File: src/rtl/intc8.sv
// Eight-source edge-triggered interrupt controller with fixed priority
// (bit 0 highest), a 4-register slave port and an ack/iret handshake to the CPU.
module intc8 #(
  parameter int N_SRC = 8
) (
  input  logic             i_clk,
  input  logic             i_rst,
  input  logic             i_sel,
  input  logic             i_we,
  input  logic             i_re,
  input  logic [1:0]       i_addr,
  input  logic [15:0]      i_wdata,
  output logic [15:0]      o_rdata,
  output logic             o_rdy,
  input  logic [N_SRC-1:0] i_irq,
  output logic             o_int,
  output logic [2:0]       o_vec,
  input  logic             i_int_ack,
  input  logic             i_iret
);

  localparam logic [7:0] SRC_MASK = 8'((9'd1 << N_SRC) - 9'd1);

  typedef enum logic [1:0] {IDLE, REQ, SERVICE} state_t;

  state_t     state;
  logic [7:0] enable, pending, irq_q, irq8, rise, clr, cand;
  logic       gen;
  logic [2:0] winner;
  logic       wr;

  // Widen the request lines so sources at or above N_SRC read as constant 0.
  always_comb begin
    irq8 = '0;
    irq8[N_SRC-1:0] = i_irq;
  end

  assign wr   = i_sel & i_we;
  assign rise = irq8 & ~irq_q;
  assign cand = pending & enable;

  always_comb begin
    clr = '0;
    if (wr && i_addr == 2'd1) clr = i_wdata[7:0];
    if (state == REQ && i_int_ack) clr[o_vec] = 1'b1;
  end

  always_comb begin
    winner = '0;
    for (int i = 7; i >= 0; i--)
      if (cand[i]) winner = 3'(i);
  end

  always_ff @(posedge i_clk or posedge i_rst) begin
    if (i_rst) begin
      irq_q   <= '0;
      pending <= '0;
      enable  <= '0;
      gen     <= 1'b0;
    end else begin
      irq_q   <= irq8;
      // A rise in the same cycle as a clear keeps the bit set.
      pending <= ((pending & ~clr) | rise) & SRC_MASK;
      if (wr && i_addr == 2'd0) enable <= i_wdata[7:0] & SRC_MASK;
      if (wr && i_addr == 2'd2) gen <= i_wdata[0];
    end
  end

  always_ff @(posedge i_clk or posedge i_rst) begin
    if (i_rst) begin
      state <= IDLE;
      o_int <= 1'b0;
      o_vec <= '0;
    end else begin
      case (state)
        IDLE: if (gen && cand != '0) begin
          state <= REQ;
          o_vec <= winner;
          o_int <= 1'b1;
        end
        REQ: if (i_int_ack) begin
          state <= SERVICE;
          o_int <= 1'b0;
        end else if (!gen || !enable[o_vec] || !pending[o_vec]) begin
          // Request withdrawn before the CPU took it; pending is left alone.
          state <= IDLE;
          o_int <= 1'b0;
        end
        SERVICE: if (i_iret) state <= IDLE;
        default: begin
          state <= IDLE;
          o_int <= 1'b0;
        end
      endcase
    end
  end

  always_comb begin
    o_rdata = '0;
    if (i_sel && i_re) begin
      case (i_addr)
        2'd0: o_rdata = {8'b0, enable};
        2'd1: o_rdata = {8'b0, pending};
        2'd2: o_rdata = {15'b0, gen};
        2'd3: o_rdata = {11'b0, state == SERVICE, state == REQ, o_vec};
        default: o_rdata = '0;
      endcase
    end
  end

  assign o_rdy = i_sel;

endmodule

File: config.mk
export PLATFORM = sky130hd
export DESIGN_NAME = intc8
export DESIGN_NICKNAME = d
export VERILOG_FILES = /design/src/rtl/intc8.sv
export SDC_FILE = /design/constraint.sdc
export NUM_CORES = 1
export LEC_CHECK = 0
export ABC_AREA = 1
export CORE_AREA = 2 2 66 68
export DETAILED_ROUTE_END_ITERATION = 6
export DIE_AREA = 0 0 68 70
export PLACE_DENSITY_LB_ADDON = 0.08
export SETUP_SLACK_MARGIN = 0.3
export SLEW_MARGIN = 20
export SYNTH_ARGS = -nofsm -noshare
export SYNTH_HDL_FRONTEND = slang
export SYNTH_SLANG_ARGS = --single-unit
File: constraint.sdc
create_clock -name i_clk -period 1.4 [get_ports i_clk]
set_input_delay 0.28 -clock i_clk [delete_from_list [all_inputs] [get_ports i_clk]]
set_output_delay 0.28 -clock i_clk [all_outputs]
set_load 0.02 [all_outputs]
---- After elaboration in Yosys (flattened, before gate mapping) ----
Cells that the tools add are included.
storage, ports and cells
  flip-flop bits (word level) ............. 31
  bits in latches ......................... 0
  RAM bits ................................ 0
  memory bits (read-only) ................. 0
  input port bits ......................... 33
  output and inout port bits .............. 21
  word-level logic and storage cells ...... 71
  memories kept ........................... 0
operators by class
  $add $sub $neg .......................... 0
  multiply operators ...................... 0
  divide/modulo/power cells ............... 0
  order comparisons ....................... 2
  eq/ne operators ......................... 8
  shifts and indexed selects .............. 0
  mux-type cells .......................... 27
  bitwise logic cells ..................... 9
  reduce and logical (&&, ||, !) cells .... 18
operators by type and width
  kind                                                                   count
  16-bit one-hot mux with 4 select lines                                 1
  8-bit bitwise AND                                                      3
  3-bit two-way mux                                                      8
  16-bit two-way mux                                                     1
  8-bit two-way mux                                                      2
  8-bit inverter                                                         2
  8-bit OR                                                               2
  2-bit two-way mux                                                      4
  8-bit nonzero test                                                     1
  1-bit logical AND                                                      7
  1-bit binary-select mux with 3-bit select                              2
  2-bit equality test, second input constant                             3
  1-bit two-way mux                                                      6
  2-bit one-hot mux with 3 select lines                                  1
  3-bit AND reduction                                                    2
  2-bit by 1-bit equality test with 1-bit output, second input constant  2
  2-bit logical NOT                                                      2
  3-bit by 4-bit < comparator with 1-bit output, second input constant   1
  2-bit inequality test, second input constant                           2
  1-bit demux with 3-bit select                                          1
  3-bit by 1-bit >= comparator with 1-bit output, second input constant  1
  1-bit logical NOT                                                      3
  3-bit inequality test, second input constant                           1
  1-bit one-hot mux with 3 select lines                                  1
  other kinds (4)                                                        5

---- Longest topological paths before layout ----
Gate-level depths: netlist of run 1.
  word-level depth ........................ 9
  gate-level depth with buffers ........... 10
  gate-level depth less buffers ........... 9

---- Least setup slack after synthesis of run 1 ----
OpenSTA, ideal clock, no wires.
  path type ............................... reg2out
  start ................................... register o_vec[0]
  end ..................................... output o_rdata[0]
  data arrival time ....................... 1241 ps
  data required time ...................... 1120 ps
  setup slack ............................. -121 ps
  stages on the path, launching flop included .. 5
  cells stage by stage .................... dfrtp_1 -> buf_2 -> buf_4 -> nand2_1 -> a41oi_1
on the way
  word-level cells in the longest chain between the ends .. 2
RTL lines
  element                                 line  RTL
  from (decl)                             17    output logic [2:0] o_vec,
  from (signal assigned)                  78    o_vec <= winner;
  16-bit one-hot mux with 4 select lines  101   case (i_addr)
  16-bit two-way mux                      100   if (i_sel && i_re) begin
  to (decl)                               13    output logic [15:0] o_rdata,
No other way between the ends. The select of a mux whose other input is x is not followed.

---- Final worst setup path of run 1 ----
  start ................................... register state[1]
  end ..................................... output o_rdata[3]
on the way
  word-level cells in the longest chain between the ends .. 3
RTL lines
  element                                         line  RTL
  from (decl)                                     26    state_t state;
  from (signal assigned)                          71    state <= IDLE;
  from (signal assigned)                          77    state <= REQ;
  from (signal assigned)                          82    state <= SERVICE;
  2-bit by 1-bit equality test with 1-bit output  105   2'd3: o_rdata = {11'b0, state == SERVICE, state == REQ, o_vec};
  16-bit one-hot mux with 4 select lines          101
  16-bit two-way mux                              100
No other way between the ends. The select of a mux whose other input is x is not followed.

==> run summary, run 1 <==
## Clock tree
- 2 — worst-case clock buffer depth
- 0 — number of hold buffers added after cts
- 5 — clock buffer count from CTS
- sky130_fd_sc_hd__clkbuf_8 — buffer type at the clock tree root
- 2 — number of H-tree levels
- 31 — clock net sink count
- 0.07 ns — post-CTS clock slew at the launch and capture registers of the worst setup and hold paths
- yes — clock tree from TritonCTS
- 0.29 ns — worst skew pair latency

## Power and ir drop
- 0.00163 uW — leakage power
- 1930 uW — switching power of the nets
- 58.2% — combinational group share of total power
- 2650 uW — internal power component
- 15.1% — Clk pwr share
- 1320 nW/um2 — Pwr per Cell Area
- 42.1% — net switching share of the total power
- 26.8% — sequential fraction of design power
- 0.866 mV — Peak VDD IR
- 4580 uW — Pwr Total

## Yosys
- 44.7% — area fraction of the dominant cell type after synthesis
- sky130_fd_sc_hd__dfrtp_1, sky130_fd_sc_hd__nand2_1, sky130_fd_sc_hd__nand3_1 — Area contributors post-synth
- 0 — number of flops mapped to enable cells by yosys
- 31 — #FFs+latches synth
- 1730 um2 — Mapped Area
- 100% — async set-reset flop share out of synthesis
- sky130_fd_sc_hd__nand2_1, sky130_fd_sc_hd__dfrtp_1, sky130_fd_sc_hd__inv_1, sky130_fd_sc_hd__nand3_1, sky130_fd_sc_hd__nor2_1 — top cells by count, synth
- sky130_fd_sc_hd__dfrtp_1 — cell taking the most area after synthesis
- 0 — Yosys warning count
- 26 — Unique masters post-synth
- 235 — post-synthesis cell count
- 44.7% — Seq/Total Area, Yosys
- sky130_fd_sc_hd__nand2_1 — library cell with the highest instance count after synthesis
- 7.38 um2 — syn avg cell area
- sky130_fd_sc_hd__dfrtp_1 — Most used DFF post-synth

## Critical path
- 1.12 ns — worst endpoint required time
- 1.31 ns — WP data arrival
- flop to primary output — Crit Path Class
- 0.40 ns — critical path's largest stage delay
- primary output — CP Capture Type
- sky130_fd_sc_hd__dfrtp_1 — standard cell with the maximum stage delay on the critical path
- 8 — R2R cell count
- state[0] — origin of the critical flop-to-flop path
- 3 — highest net fanout along the worst path
- flip-flops — Top delay family on crit path
- flop — kind of start point of the critical path
- -0.05 ns — register-to-register setup slack
- 3 — worst path buffer plus inverter count
- inv_2 -> nand2_2 -> inv_2 -> nand2_2 -> a31oi_4 -> buf_6 — cells along the critical path
- o_vec[2] — FF-to-FF End

## STA
- 0.00873 ns — final worst clock skew
- -0.186 ns — post-route setup slack
- 0 — number of hold-slack violations in the final timing report
- 1.59 ns — final worst path period need
- 113% — final cycle utilization of the critical path
- 0 — count of pins over their slew limit
- 0.630 GHz — highest attainable clock frequency
- 9 — Setup violations, final
- -0.581 ns — setup TNS after final layout
- true — RSZ-0062 raised after global routing

## Global route
- 9290 um — global-route wire length before repair
- 0 — final global-route overflow total
- 0 — antenna violations before repair
- 32 — largest net degree at the start of global routing
- 26.3% — total global-route track usage
- 2,028 — number of global-route vias before repair

## Route
- 0 — count of nets left with antenna violations after detail routing
- 6780 um — Total Routed Length
- 0 — DRC violations left
- 2,080 — via count
- 17.1 um — routed len/inst
- 4 — iteration count of the initial detailed-routing pass
- 5.24 — number of vias per cell
- 106 — Detailed Route Iter0 Violations

## Cells and area
- 225 — number of fillers in the final layout
- 57.4% — share of layout cells above drive strength 1
- 99.5% — synthesis-to-finish area growth
- 0 — antenna cells
- 377 — number of nets in the layout

## Die
- 54 — I/O pin count
- 70 um — Chip Height
- 41.8% — starting utilization of the core area
- 4140 um2 — core area
- 68 um — Die W
- 24 — cell row count
- 4760 um2 — total die area

## Place
- 37 — number of buffers added on ports
- 3600 um — HPWL after detailed placement
- 0.925 — Routability Congestion

## Status
- complete, but fails checks — outcome
- setup timing — violations in the final reports

## Run
- 0 — max-capacitance violation count

## Hold path
- primary input to asynchronous set/reset pin — worst hold path type

## routing by layer
layer  up-vias  GRT usage (%)  routed length (um)
met5         -              0                   0
met4         0           9.33                 225
met3        21           6.12                 326
met2        70           44.2                3620
met1      1024           32.3                2610
li1        965              -                   -
## how the worst max path moves through the flow
stage	from	depth (start not counted)	slack, ns	endpoint
final	state[1]	6	-0.19	o_rdata[3]
after global routing	state[1]	6	-0.24	o_rdata[3]
after CTS	state[1]	6	-0.13	o_rdata[3]
after detailed placement	i_addr[0]	6	-0.95	o_rdata[0]
after global placement	i_addr[0]	6	-0.93	o_rdata[0]
after floorplan	o_vec[0]	8	0.12	o_int
## state kept, by name, indices dropped and copies added, names as in the netlist
register and flops:
state 2, irq_q 8, o_vec 3, o_int 1
gen 1, enable 8, pending 8
## stage by stage
step | hold slack, ns | setup slack, ns | utilization [%] | instances | instance area (um2)
final | 0.333 | -0.186 | 83.5 | 397 | 3460
after global routing | 0.383 | -0.241 | 83.5 | 397 | 3460
after CTS | 0.350 | -0.129 | 74.7 | 384 | 3100
after detailed placement | 0.402 | -0.949 | 61.6 | 360 | 2550
after global placement | 0.394 | -0.930 | 61.6 | 360 | 2550
after floorplan | 0.311 | 0.123 | - | 242 | 1890
## cells in the final DEF, fill, tap and decap left out, types with 7 or more instances in the layout
master and n:
sky130_fd_sc_hd__clkdlybuf4s50_1 19, sky130_fd_sc_hd__inv_2 12, sky130_fd_sc_hd__buf_4 41, sky130_fd_sc_hd__nand3_2 14, sky130_fd_sc_hd__nand3_4 8, sky130_fd_sc_hd__nand2_1 37, sky130_fd_sc_hd__nand2_4 12, sky130_fd_sc_hd__o21ai_1 9
sky130_fd_sc_hd__conb_1 8, sky130_fd_sc_hd__nor2_4 7, sky130_fd_sc_hd__inv_1 17, sky130_fd_sc_hd__nand2_2 21, sky130_fd_sc_hd__dfrtp_1 28, sky130_fd_sc_hd__buf_6 36
## power groups by stage
stage	sequential, uW	clock (uW)	combinational [uW]
5_1_grt	1240	751	2810
2_1_floorplan	1250	0	781
6_report	1230	690	2660
4_1_cts	1200	689	2040
3_3_place_gp	1180	0	1510
3_5_place_dp	1180	0	1530
## kinds of logic (layout without fill, tap and decap cells)
group,count (synthesis),count (layout),share of synthesized area (%)
AO/OA/AOI/OAI,36,36,11.6
buffers and inverters,45,148,12.3
flip-flops,31,31,44.7
multiplexers,1,1,0.649
other,1,8,0.216
AND/OR/NAND/NOR,121,121,30.5
## worst min-delay path: stages
cell and delay [ns]:
sky130_fd_sc_hd__clkdlybuf4s50_1 0.40, sky130_fd_sc_hd__inv_1 0.09, sky130_fd_sc_hd__buf_12 0.21
## area by class of cell
cell class	count	area [um2]	share of cell area, %
clock buffers	7	76.3	2.21
multi-input cells	166	1330	38.3
well taps	52	65.1	1.88
repair buffers	108	1060	30.6
clock inverters	1	5.00	0.145
flip-flops and latches	31	779	22.5
inverters	32	148	4.27
## repair_timing
action	CTS	global route
gates resized for setup	174	66
buffers inserted	14	13
pin swaps	24	26
gates cloned	2	0
endpoints found under the setup margin	35	35
Note: power is estimated with default switching activity, not from simulation.
==> run 2, diff against run 1 <==
==> constraint.sdc (replaced) <==
create_clock -name i_clk -period 1.85 [get_ports i_clk]
set_input_delay 0.37 -clock i_clk [delete_from_list [all_inputs] [get_ports i_clk]]
set_output_delay 0.37 -clock i_clk [all_outputs]
set_load 0.02 [all_outputs]
==> run 2 against run 1 <==
  * The flow now finishes without violations
  * Power decreased by 47%
  * First-iteration DRC count decreased by 1.9%
  * Clock skew increased by 0.0012 ns
  * Non-clock buffer count decreased by 44
  * Worst setup slack improved by 0.43 ns
  * Sequential power decreased by 27%
  * Register-to-register slack improved by 0.45 ns
  * Die area unchanged
  * Critical path depth unchanged
  * Sequential share of layout area increased by 9.1 points
  * Combinational power decreased by 63%
  * Critical endpoint is now o_rdata[4]
  * Largest cell class unchanged
==> run summary, run 2 (synthesis results as in run 1) <==
## Status
- complete, no violations — outcome

## STA
- 0.399 ns — hold slack final, +0.0664 ns
- 0.624 GHz — highest attainable clock frequency
- 1.60 ns — final worst path period need
- 0 — Setup violations, final, -9
- true — RSZ-0062 raised after global routing
- 0.00996 ns — final worst clock skew, +0.00123 ns
- 0 — number of hold-slack violations in the final timing report, unchanged
- 0 ns — setup TNS after final layout, +0.581 ns
- 0 — count of pins over their slew limit, unchanged
- 86.6% — final cycle utilization of the critical path

## Die
- 4140 um2 — core area, unchanged
- 68 um — Die W, unchanged
- 70 um — Chip Height, unchanged
- 41.8% — starting utilization of the core area, unchanged
- 24 — cell row count, unchanged
- 54 — I/O pin count, unchanged
- 4760 um2 — total die area, unchanged

## Hold path
- 1 — number of cells traversed by the worst hold path
- pending[7] — capture endpoint of the worst hold path
- flop to flop — worst hold path type
- irq_q[7] — Hold Startpoint

## Critical path
- primary output — CP Capture Type
- 0.40 ns — register-to-register setup slack, +0.45 ns
- 1.23 ns — WP data arrival, -0.08 ns
- state[1] — origin of the critical flop-to-flop path
- 7 — highest net fanout along the worst path, +4
- primary input to primary output — Crit Path Class
- primary input — kind of start point of the critical path
- 11 — R2R cell count, +3
- o_int — FF-to-FF End
- 1.48 ns — worst endpoint required time, +0.36 ns

## Cells and area
- 333 — number of nets in the layout, -12%
- sky130_fd_sc_hd__nand2_1, sky130_fd_sc_hd__dfrtp_1, sky130_fd_sc_hd__buf_4 — most frequent cells in the layout
- 41.8% — synthesis-to-finish area growth
- enable (8), irq_q (8), pending (8) — largest registers in the final layout
- sky130_fd_sc_hd__nand2_1 — most common cell after layout, fill and taps aside
- 353 — Post-Layout Cell Count, -11%
- 408 — number of fillers in the final layout, +81%
- 24.6% — share of layout cells above drive strength 1, -33 points
- 59.4% — Finished Core Util, -24 points
- 0 — antenna cells, unchanged

## Clock tree
- 2 — worst-case clock buffer depth, unchanged
- 2 — number of H-tree levels, unchanged
- 0.29 ns — worst skew pair latency, about the same
- 0.07 ns — post-CTS clock slew at the launch and capture registers of the worst setup and hold paths, about the same
- yes — clock tree from TritonCTS
- 5 — clock buffer count from CTS, unchanged
- 31 — clock net sink count, unchanged
- sky130_fd_sc_hd__clkbuf_8 — buffer type at the clock tree root

## Route
- 4 — iteration count of the initial detailed-routing pass, unchanged
- 1,738 — via count, -16%
- 12.2 um — routed len/inst, -28%
- 104 — Detailed Route Iter0 Violations, -1.9%
- 4310 um — Total Routed Length, -36%
- 0 — DRC violations left, unchanged
- 4.92 — number of vias per cell, -6.0%
- 0 — count of nets left with antenna violations after detail routing, unchanged

## Place
- 37 — number of buffers added on ports, unchanged
- 0.820 — Routability Congestion, -11%
- 336 — number of cells after detailed placement, -6.7%
- 3220 um — HPWL after detailed placement, -10%

## Global route
- 0 — antenna violations before repair, unchanged
- 6910 um — global-route wire length before repair, -26%
- 0 — final global-route overflow total, unchanged
- 1,516 — number of global-route vias before repair, -25%
- 32 — largest net degree at the start of global routing, unchanged
- 19.6% — total global-route track usage, -6.7 points

## Power and ir drop
- 0.567 mV — Peak VDD IR, -35%
- 984 nW/um2 — Pwr per Cell Area, -26%
- 0.00124 uW — leakage power, -24%

## Run
- 0 — max-capacitance violation count, unchanged

[run 2: worst max-delay path by stage]
stage / startpoint / to / depth (start not counted)
after floorplan: i_addr[1] / o_rdata[3] / 4
after global placement: i_addr[1] / o_rdata[4] / 6
after detailed placement: i_addr[1] / o_rdata[4] / 6
after CTS: state[0] / o_rdata[4] / 4
after global routing: state[1] / o_rdata[4] / 5
final: i_addr[0] / o_rdata[4] / 6
[run 2: area by class of cell]
cell class                 count  area, um2  share of cell area (%)
sequential                    31        777                    31.6
clock inverter                 2       12.5                   0.509
clock buffer                   6       72.6                    2.95
inverter                      32        120                    4.88
timing repair buffer          64        564                    22.9
multi-input combinational    166        848                    34.5
tap                           52       65.1                    2.64
[run 2: worst max-delay path, cell delays in order]
cell and delay, ns:
sky130_fd_sc_hd__buf_6 0.10, sky130_fd_sc_hd__buf_6 0.11, sky130_fd_sc_hd__nor2_4 0.19, sky130_fd_sc_hd__nand2_1 0.08, sky130_fd_sc_hd__a31oi_1 0.19, sky130_fd_sc_hd__buf_2 0.19
[run 2: repair_timing]
action,CTS,global route
resized for setup,71,20
hold buffers,0,0
setup endpoints to repair,21,13
setup buffers,6,3
gates cloned,0,0
pin swaps,10,8
[run 2: metal layers]
metal | GRT usage, % | up-vias | share of wire, %
li1 | - | 872 | -
met1 | 27.5 | 816 | 46
met2 | 30.0 | 44 | 48
met3 | 4.83 | 6 | 4.2
met4 | 5.33 | 0 | 1.1
met5 | 0 | - | 0
[run 2: per-stage QoR]
stage,setup slack [ns],cell area (um2),power [uW]
4_1_cts,0.169,2380,2360
2_1_floorplan,0.305,1770,1460
6_report,0.248,2460,2420
5_1_grt,0.192,2460,2590
3_5_place_dp,-0.666,2250,1800
3_3_place_gp,-0.661,2250,1790
[run 2: where the power goes]
group          total (uW)  switching (uW)  internal [uW]
Clock                 523             261            262
Sequential            904             103            801
Combinational         994             579            415
Total                2420             943           1480
